===== src/rtl/mac_tile_sequencer_if.sv =====
// Control bundle between the tile sequencer and its FIFO / IMEM / MAC neighbours.
//
// Handshakes: in_read_enable pops the input FIFO and is only raised while
// in_fifo_empty is low (the word is valid one cycle later). out_write_enable
// pushes the output FIFO and is only raised while out_fifo_full is low.
// start_mac is a one-cycle launch and mac_done is the one-cycle completion
// strobe that answers it. start is a level sampled only while the sequencer
// is idle; done is a one-cycle tile-complete pulse.
interface mac_tile_sequencer_if #(
    parameter int ROW_W = 2
);
    logic             start;
    logic             in_fifo_empty;
    logic             in_read_enable;
    logic             imem_shift_enable;
    logic             start_mac;
    logic             mac_done;
    logic [ROW_W-1:0] row_index;
    logic             out_fifo_full;
    logic             out_write_enable;
    logic             busy;
    logic             done;
    logic             timeout_err;
    logic [2:0]       dbg_state;

    // Sequencer side
    modport master (
        input  start, in_fifo_empty, mac_done, out_fifo_full,
        output in_read_enable, imem_shift_enable, start_mac, row_index,
               out_write_enable, busy, done, timeout_err, dbg_state
    );

    // Command logic, FIFOs, IMEM and MAC side
    modport slave (
        output start, in_fifo_empty, mac_done, out_fifo_full,
        input  in_read_enable, imem_shift_enable, start_mac, row_index,
               out_write_enable, busy, done, timeout_err, dbg_state
    );
endinterface


===== src/rtl/mac_tile_sequencer.sv =====
// Tile sequencer: loads K_LEN activation words into IMEM, then runs one MAC
// per weight row, pushing each result to the output FIFO. Each MAC is
// guarded by a timeout that aborts the tile and raises a sticky error.
module mac_tile_sequencer #(
    parameter int K_LEN       = 8,
    parameter int N_ROWS      = 4,
    parameter int ROW_W       = 2,
    parameter int MAC_TIMEOUT = 64
) (
    input  logic                  clk,
    input  logic                  reset,
    mac_tile_sequencer_if.master  bus
);

    typedef enum logic [2:0] {
        S_IDLE       = 3'd0,
        S_FILL       = 3'd1,
        S_SHIFT_LAST = 3'd2,
        S_MAC_START  = 3'd3,
        S_MAC_WAIT   = 3'd4,
        S_WRITE      = 3'd5,
        S_DONE       = 3'd6
    } state_t;

    localparam int RD_W = $clog2(K_LEN + 1);
    localparam int WT_W = $clog2(MAC_TIMEOUT + 1);

    localparam logic [RD_W-1:0]  RD_FULL  = RD_W'(K_LEN);
    localparam logic [RD_W-1:0]  RD_LAST  = RD_W'(K_LEN - 1);
    localparam logic [ROW_W-1:0] ROW_LAST = ROW_W'(N_ROWS - 1);
    localparam logic [WT_W-1:0]  WT_LAST  = WT_W'(MAC_TIMEOUT - 1);

    state_t           r_state;
    logic [RD_W-1:0]  r_rd_cnt;
    logic [ROW_W-1:0] r_row_cnt;
    logic [ROW_W-1:0] r_row_index;
    logic [WT_W-1:0]  r_wait_cnt;
    logic             r_timeout_err;
    logic             r_shift_en;

    state_t           w_next_state;
    logic [RD_W-1:0]  w_rd_cnt_next;
    logic [ROW_W-1:0] w_row_cnt_next;
    logic [ROW_W-1:0] w_row_index_next;
    logic [WT_W-1:0]  w_wait_cnt_next;
    logic             w_timeout_err_next;
    logic             w_read_en;
    logic             w_write_en;
    logic             w_start_mac;
    logic             w_done;

    // Next-state, counter updates and combinational strobes.
    // row_index is loaded on the transition into MAC_START so it is already
    // valid in the start_mac cycle and holds until the next launch.
    always_comb begin
        w_next_state       = r_state;
        w_rd_cnt_next      = r_rd_cnt;
        w_row_cnt_next     = r_row_cnt;
        w_row_index_next   = r_row_index;
        w_wait_cnt_next    = r_wait_cnt;
        w_timeout_err_next = r_timeout_err;
        w_read_en          = 1'b0;
        w_write_en         = 1'b0;
        w_start_mac        = 1'b0;
        w_done             = 1'b0;

        case (r_state)
            S_IDLE: begin
                if (bus.start) begin
                    w_next_state       = S_FILL;
                    w_rd_cnt_next      = '0;
                    w_row_cnt_next     = '0;
                    w_timeout_err_next = 1'b0;
                end
            end
            S_FILL: begin
                w_read_en = ~bus.in_fifo_empty && (r_rd_cnt < RD_FULL);
                if (w_read_en) begin
                    w_rd_cnt_next = r_rd_cnt + RD_W'(1);
                    if (r_rd_cnt == RD_LAST) begin
                        w_next_state = S_SHIFT_LAST;
                    end
                end
            end
            S_SHIFT_LAST: begin
                w_next_state     = S_MAC_START;
                w_row_index_next = r_row_cnt;
            end
            S_MAC_START: begin
                w_start_mac     = 1'b1;
                w_wait_cnt_next = '0;
                w_next_state    = S_MAC_WAIT;
            end
            S_MAC_WAIT: begin
                if (bus.mac_done) begin
                    w_next_state = S_WRITE;
                end else if (r_wait_cnt == WT_LAST) begin
                    w_timeout_err_next = 1'b1;
                    w_next_state       = S_DONE;
                end else begin
                    w_wait_cnt_next = r_wait_cnt + WT_W'(1);
                end
            end
            S_WRITE: begin
                w_write_en = ~bus.out_fifo_full;
                if (w_write_en) begin
                    if (r_row_cnt == ROW_LAST) begin
                        w_next_state = S_DONE;
                    end else begin
                        w_row_cnt_next   = r_row_cnt + ROW_W'(1);
                        w_row_index_next = r_row_cnt + ROW_W'(1);
                        w_next_state     = S_MAC_START;
                    end
                end
            end
            S_DONE: begin
                w_done       = 1'b1;
                w_next_state = S_IDLE;
            end
            default: begin
                w_next_state = S_IDLE;
            end
        endcase
    end

    // State, counters, sticky error and the one-cycle shift pipeline.
    always_ff @(posedge clk) begin
        if (reset) begin
            r_state       <= S_IDLE;
            r_rd_cnt      <= '0;
            r_row_cnt     <= '0;
            r_row_index   <= '0;
            r_wait_cnt    <= '0;
            r_timeout_err <= 1'b0;
            r_shift_en    <= 1'b0;
        end else begin
            r_state       <= w_next_state;
            r_rd_cnt      <= w_rd_cnt_next;
            r_row_cnt     <= w_row_cnt_next;
            r_row_index   <= w_row_index_next;
            r_wait_cnt    <= w_wait_cnt_next;
            r_timeout_err <= w_timeout_err_next;
            r_shift_en    <= w_read_en;
        end
    end

    assign bus.in_read_enable    = w_read_en;
    assign bus.imem_shift_enable = r_shift_en;
    assign bus.start_mac         = w_start_mac;
    assign bus.row_index         = r_row_index;
    assign bus.out_write_enable  = w_write_en;
    assign bus.busy              = (r_state != S_IDLE);
    assign bus.done              = w_done;
    assign bus.timeout_err       = r_timeout_err;
    assign bus.dbg_state         = r_state;

endmodule

===== src/flat_wrapper.sv =====
// flat-port wrapper written by rule: the top's interface ports become plain ports
module mac_tile_sequencer_flat 
#(
    parameter int K_LEN       = 8,
    parameter int N_ROWS      = 4,
    parameter int ROW_W       = 2,
    parameter int MAC_TIMEOUT = 64
)
  (clk, reset, bus_start, bus_in_fifo_empty, bus_mac_done, bus_out_fifo_full, bus_in_read_enable, bus_imem_shift_enable, bus_start_mac, bus_row_index, bus_out_write_enable, bus_busy, bus_done, bus_timeout_err, bus_dbg_state);
  mac_tile_sequencer_if #(.ROW_W(ROW_W)) bus_i ();
  input  logic clk;
  input  logic reset;
  input wire logic [$bits(bus_i.start)-1:0] bus_start;
  input wire logic [$bits(bus_i.in_fifo_empty)-1:0] bus_in_fifo_empty;
  input wire logic [$bits(bus_i.mac_done)-1:0] bus_mac_done;
  input wire logic [$bits(bus_i.out_fifo_full)-1:0] bus_out_fifo_full;
  output wire logic [$bits(bus_i.in_read_enable)-1:0] bus_in_read_enable;
  output wire logic [$bits(bus_i.imem_shift_enable)-1:0] bus_imem_shift_enable;
  output wire logic [$bits(bus_i.start_mac)-1:0] bus_start_mac;
  output wire logic [$bits(bus_i.row_index)-1:0] bus_row_index;
  output wire logic [$bits(bus_i.out_write_enable)-1:0] bus_out_write_enable;
  output wire logic [$bits(bus_i.busy)-1:0] bus_busy;
  output wire logic [$bits(bus_i.done)-1:0] bus_done;
  output wire logic [$bits(bus_i.timeout_err)-1:0] bus_timeout_err;
  output wire logic [$bits(bus_i.dbg_state)-1:0] bus_dbg_state;
  assign bus_i.start = bus_start;
  assign bus_i.in_fifo_empty = bus_in_fifo_empty;
  assign bus_i.mac_done = bus_mac_done;
  assign bus_i.out_fifo_full = bus_out_fifo_full;
  assign bus_in_read_enable = bus_i.in_read_enable;
  assign bus_imem_shift_enable = bus_i.imem_shift_enable;
  assign bus_start_mac = bus_i.start_mac;
  assign bus_row_index = bus_i.row_index;
  assign bus_out_write_enable = bus_i.out_write_enable;
  assign bus_busy = bus_i.busy;
  assign bus_done = bus_i.done;
  assign bus_timeout_err = bus_i.timeout_err;
  assign bus_dbg_state = bus_i.dbg_state;
  mac_tile_sequencer #(.K_LEN(K_LEN), .N_ROWS(N_ROWS), .ROW_W(ROW_W), .MAC_TIMEOUT(MAC_TIMEOUT)) u_core (.clk(clk), .reset(reset), .bus(bus_i));
endmodule

===== config.mk =====
export PLATFORM = sky130hd
export DESIGN_NAME = mac_tile_sequencer_flat
export DESIGN_NICKNAME = d
export VERILOG_FILES = /design/src/rtl/mac_tile_sequencer_if.sv /design/src/rtl/mac_tile_sequencer.sv /design/src/flat_wrapper.sv
export SDC_FILE = /design/constraint.sdc
export NUM_CORES = 1
export LEC_CHECK = 0
export ABC_CLOCK_PERIOD_IN_PS = 4000
export CAP_MARGIN = 20
export CORE_ASPECT_RATIO = 1.25
export CORE_UTILIZATION = 56
export CTS_CLUSTER_DIAMETER = 40
export CTS_CLUSTER_SIZE = 24
export DETAILED_ROUTE_END_ITERATION = 7
export GPL_TIMING_DRIVEN = 0
export PLACE_DENSITY = 0.81
export SETUP_SLACK_MARGIN = 0.02
export SLEW_MARGIN = 20
export SYNTH_ARGS = -nofsm -noshare
export SYNTH_HDL_FRONTEND = slang
export SYNTH_SLANG_ARGS = --single-unit

===== constraint.sdc =====
create_clock -name clk -period 4 [get_ports clk]
set_input_delay 1.2 -clock clk [delete_from_list [all_inputs] [get_ports clk]]
set_output_delay 1.2 -clock clk [all_outputs]
set_load 0.02 [all_outputs]

==> qor.csv, run 1 <==
stage;metric;value;unit
place;portBuffers;16;
yosys;ys_types;38;
clock_network;cts_tree;built;
hold_path;whs_path_depth;1;
yosys;async_reset_ff_share;0;%
critical_path;reg2reg_slack;2.15;ns
power_and_ir_drop;pwr-share-clk;15.4;%
critical_path;worstReg2RegEnd;u_core.bus.dbg_state[1];
die;initial_utilization;62.0;%
timing;setup_viol;0;
timing;fin_worst_skew;0.00274;ns
yosys;synth_area;1130;µm²
critical_path;endpoint_kind;output pin;
die;fp.dieW;42.2;µm
timing;worstMarginPinSlew;0.630;ns
routing;wl_per_cell;13.9;µm
routing;viasPerCell;6.01;
place;place_congestion;0.859;
power_and_ir_drop;power.leakage;0.501;nW
clock_network;clk_pin_slew_worst_paths;0.10;ns
layout;drive_gt1_share;8.55;%
grt;grt_use_total;24.6;%
grt;antenna_found_initial;0;
run_status;status;completed;
yosys;synthFlopType;dfxtp_1;
grt;grt_pass1_wl;4120;µm
layout;final_common_cell;dfxtp_1;
power_and_ir_drop;combPwrFrac;46.3;%
hold_path;min_to;u_core.r_wait_cnt[6];
routing;ant_nets;0;
critical_path;r2r_start;u_core.r_wait_cnt[0];
timing;fmax;260;MHz
power_and_ir_drop;internal_power;0.385;mW
critical_path;start_kind;input port;
clock_network;numCtsBuffers;3;
die;io_pins;18;
timing;hold_viol_final;0;
clock_network;hold_buffers;0;
layout;postLayoutCellArea;1340;µm²
layout;area_growth;18.2;%
place;dp_hpwl;1790;µm
critical_path;crit_type;input port to output pin;
grt;overflow;0;
yosys;syn_nets;143;
critical_path;cp.arrival;2.65;ns
yosys;synth_seq_cells;20;
clock_network;cts_resized;0;
routing;firstDrtPassIters;4;
routing;routed_wl;2380;µm
yosys;yosys_warnings;0;
layout;antenna_cells;0;
routing;route.detailed.drc;0;
job;cap_violations;0;
die;die_h;52.3;µm
place;dpl_cell_area;1320;µm²
die;fp-row-count;17;
routing;drt_iter0_drc;11;
clock_network;cts.root.buffer_cell;clkbuf_4;
grt;grt_max_degree;11;
critical_path;r2r_cells;5;
clock_network;postCtsSetupBuffers;0;
timing;drv_slew;0;
clock_network;cts.sinks;20;
yosys;yosysSeqAreaShare;35.3;%
power_and_ir_drop;peakVddDrop;0.361;mV
hold_path;min_from;u_core.r_wait_cnt[6];
clock_network;clockBufferDepth;2;
clock_network;htreeDepth;1;
critical_path;cp.required;2.80;ns
yosys;synth.avg_cell_area;8.52;µm²
grt;grt_pass1_vias;977;
critical_path;critical_path_peak_fanout;4;
power_and_ir_drop;switching_share;37.0;%
die;die-area;2210;µm²
timing;period_share;96.2;%
power_and_ir_drop;power_switching;0.226;mW
timing;max_slew_margin;57.5;%
layout;fin_nets;164;
timing;rsz0062_at_grt;false;
die;core-area;1830;µm²
clock_network;clkLatencyLatePin;0.30;ns
layout;layout_common_cells;dfxtp_1, clkdlybuf4s50_1, nor2_1;
routing;vias;1027;
power_and_ir_drop;p_per_area;456;nW/µm²
power_and_ir_drop;seq_power_share;38.3;%
timing;finalSetupTns;0;ns
hold_path;min_path_type;flop to flop;
yosys;synth_edf_count;0;
timing;min_period;3.85;ns
yosys;syn_inst;133;
## worst max-delay path, stage by stage
cell	delay, ns
clkdlybuf4s50_1	0.47
nor3_1	0.31
clkdlybuf4s50_1	0.67
## final cells by class
class / count / area (µm²)
multi-input combinational: 97 / 657
fill: 147 / 489
sequential: 20 / 400
timing repair buffer: 16 / 160
buffer: 7 / 42.5
inverter: 9 / 33.8
tap: 19 / 23.8
clock buffer: 3 / 22.5
## logic make-up (layout without fill, tap and decap cells)
| kind of cell | after synthesis | in the layout | synth area share [%] |
|---|---|---|---|
| buffers and inverters | 16 | 35 | 6.73 |
| AO/OA/AOI/OAI | 33 | 33 | 21.3 |
| AND/OR/NAND/NOR | 55 | 55 | 27.8 |
| adder cells (fa/ha/maj) | 4 | 4 | 4.42 |
| multiplexers | 5 | 5 | 4.42 |
| flip-flops | 20 | 20 | 35.3 |
## metal layers
layer  track usage [%]  share of wire [%]  vias to the layer above  wire length [µm]
met5                 0                  0                        -                 0
met4              19.3                3.6                        0                85
met3              2.07                2.1                        9                50
met2              42.1                 50                       21              1190
met1              28.1                 44                      474              1060
li1                  -                  -                      523                 -
## cell usage after synthesis (2+ instances only)
master / number / area, µm²
a211oi_1: 6 / 45.0
a21oi_1: 9 / 45.0
buf_4: 2 / 15.0
clkbuf_1: 3 / 11.3
dfxtp_1: 20 / 400
ha_1: 4 / 50.1
inv_1: 9 / 33.8
mux2i_1: 5 / 50.1
nand2_1: 10 / 37.5
nand2b_1: 3 / 18.8
nand3_1: 4 / 20.0
nand3b_1: 4 / 30.0
nor2_1: 13 / 48.8
nor3_1: 4 / 20.0
o2111ai_1: 3 / 26.3
o21a_1: 2 / 15.0
o21ai_0: 5 / 25.0
or3_1: 6 / 37.5
or3b_1: 2 / 17.5
## through the flow
step	std cells	power (mW)	worst slack, ns	utilization [%]	hold slack (ns)
after floorplan	133	0.436	1.02	-	0.423
after CTS	171	0.616	0.150	73.3	0.458
after global routing	171	0.653	0.107	73.3	0.477
final	171	0.611	0.153	73.3	0.463
after detailed placement	168	0.520	0.152	72.0	0.441
after global placement	168	0.517	0.162	72.0	0.432
## state kept, by name (all words and copies together), names as in the netlist
name,flops
u_core.r_wait_cnt,7
u_core.r_rd_cnt,4
u_core.bus.dbg_state,3
u_core.bus.row_index,2
u_core.r_row_cnt,2
u_core.bus.imem_shift_enable,1
u_core.bus.timeout_err,1
## power by group through the flow
stage               logic [mW]  registers (mW)  clock network [mW]
floorplan                0.183           0.253                   0
global placement         0.279           0.238                   0
detailed placement       0.281           0.239                   0
CTS                      0.283           0.234              0.0990
global route             0.312           0.237               0.104
finish                   0.282           0.234              0.0943
## how the worst max path moves through the flow
stage,depth (start not counted),end,start,slack [ns]
after floorplan,1,bus_in_read_enable,bus_in_fifo_empty,1.02
after global placement,3,bus_in_read_enable,bus_in_fifo_empty,0.16
after detailed placement,3,bus_in_read_enable,bus_in_fifo_empty,0.15
after CTS,3,bus_in_read_enable,bus_in_fifo_empty,0.15
after global routing,3,bus_in_read_enable,bus_in_fifo_empty,0.11
final,3,bus_in_read_enable,bus_in_fifo_empty,0.15
Power figures use the tool's default switching activity.
==> run 2, diff against run 1 <==
CTS_CLUSTER_DIAMETER = 60   (was 40)
==> results of run 2 <==
Same layout as run 1: the final DEF is identical, and so are final timing and power.
==> run 3, diff against run 2 <==
SKIP_CTS_REPAIR_TIMING = 1   (was default)
==> results of run 3 <==
Same layout as run 1: the final DEF is identical, and so are final timing and power.
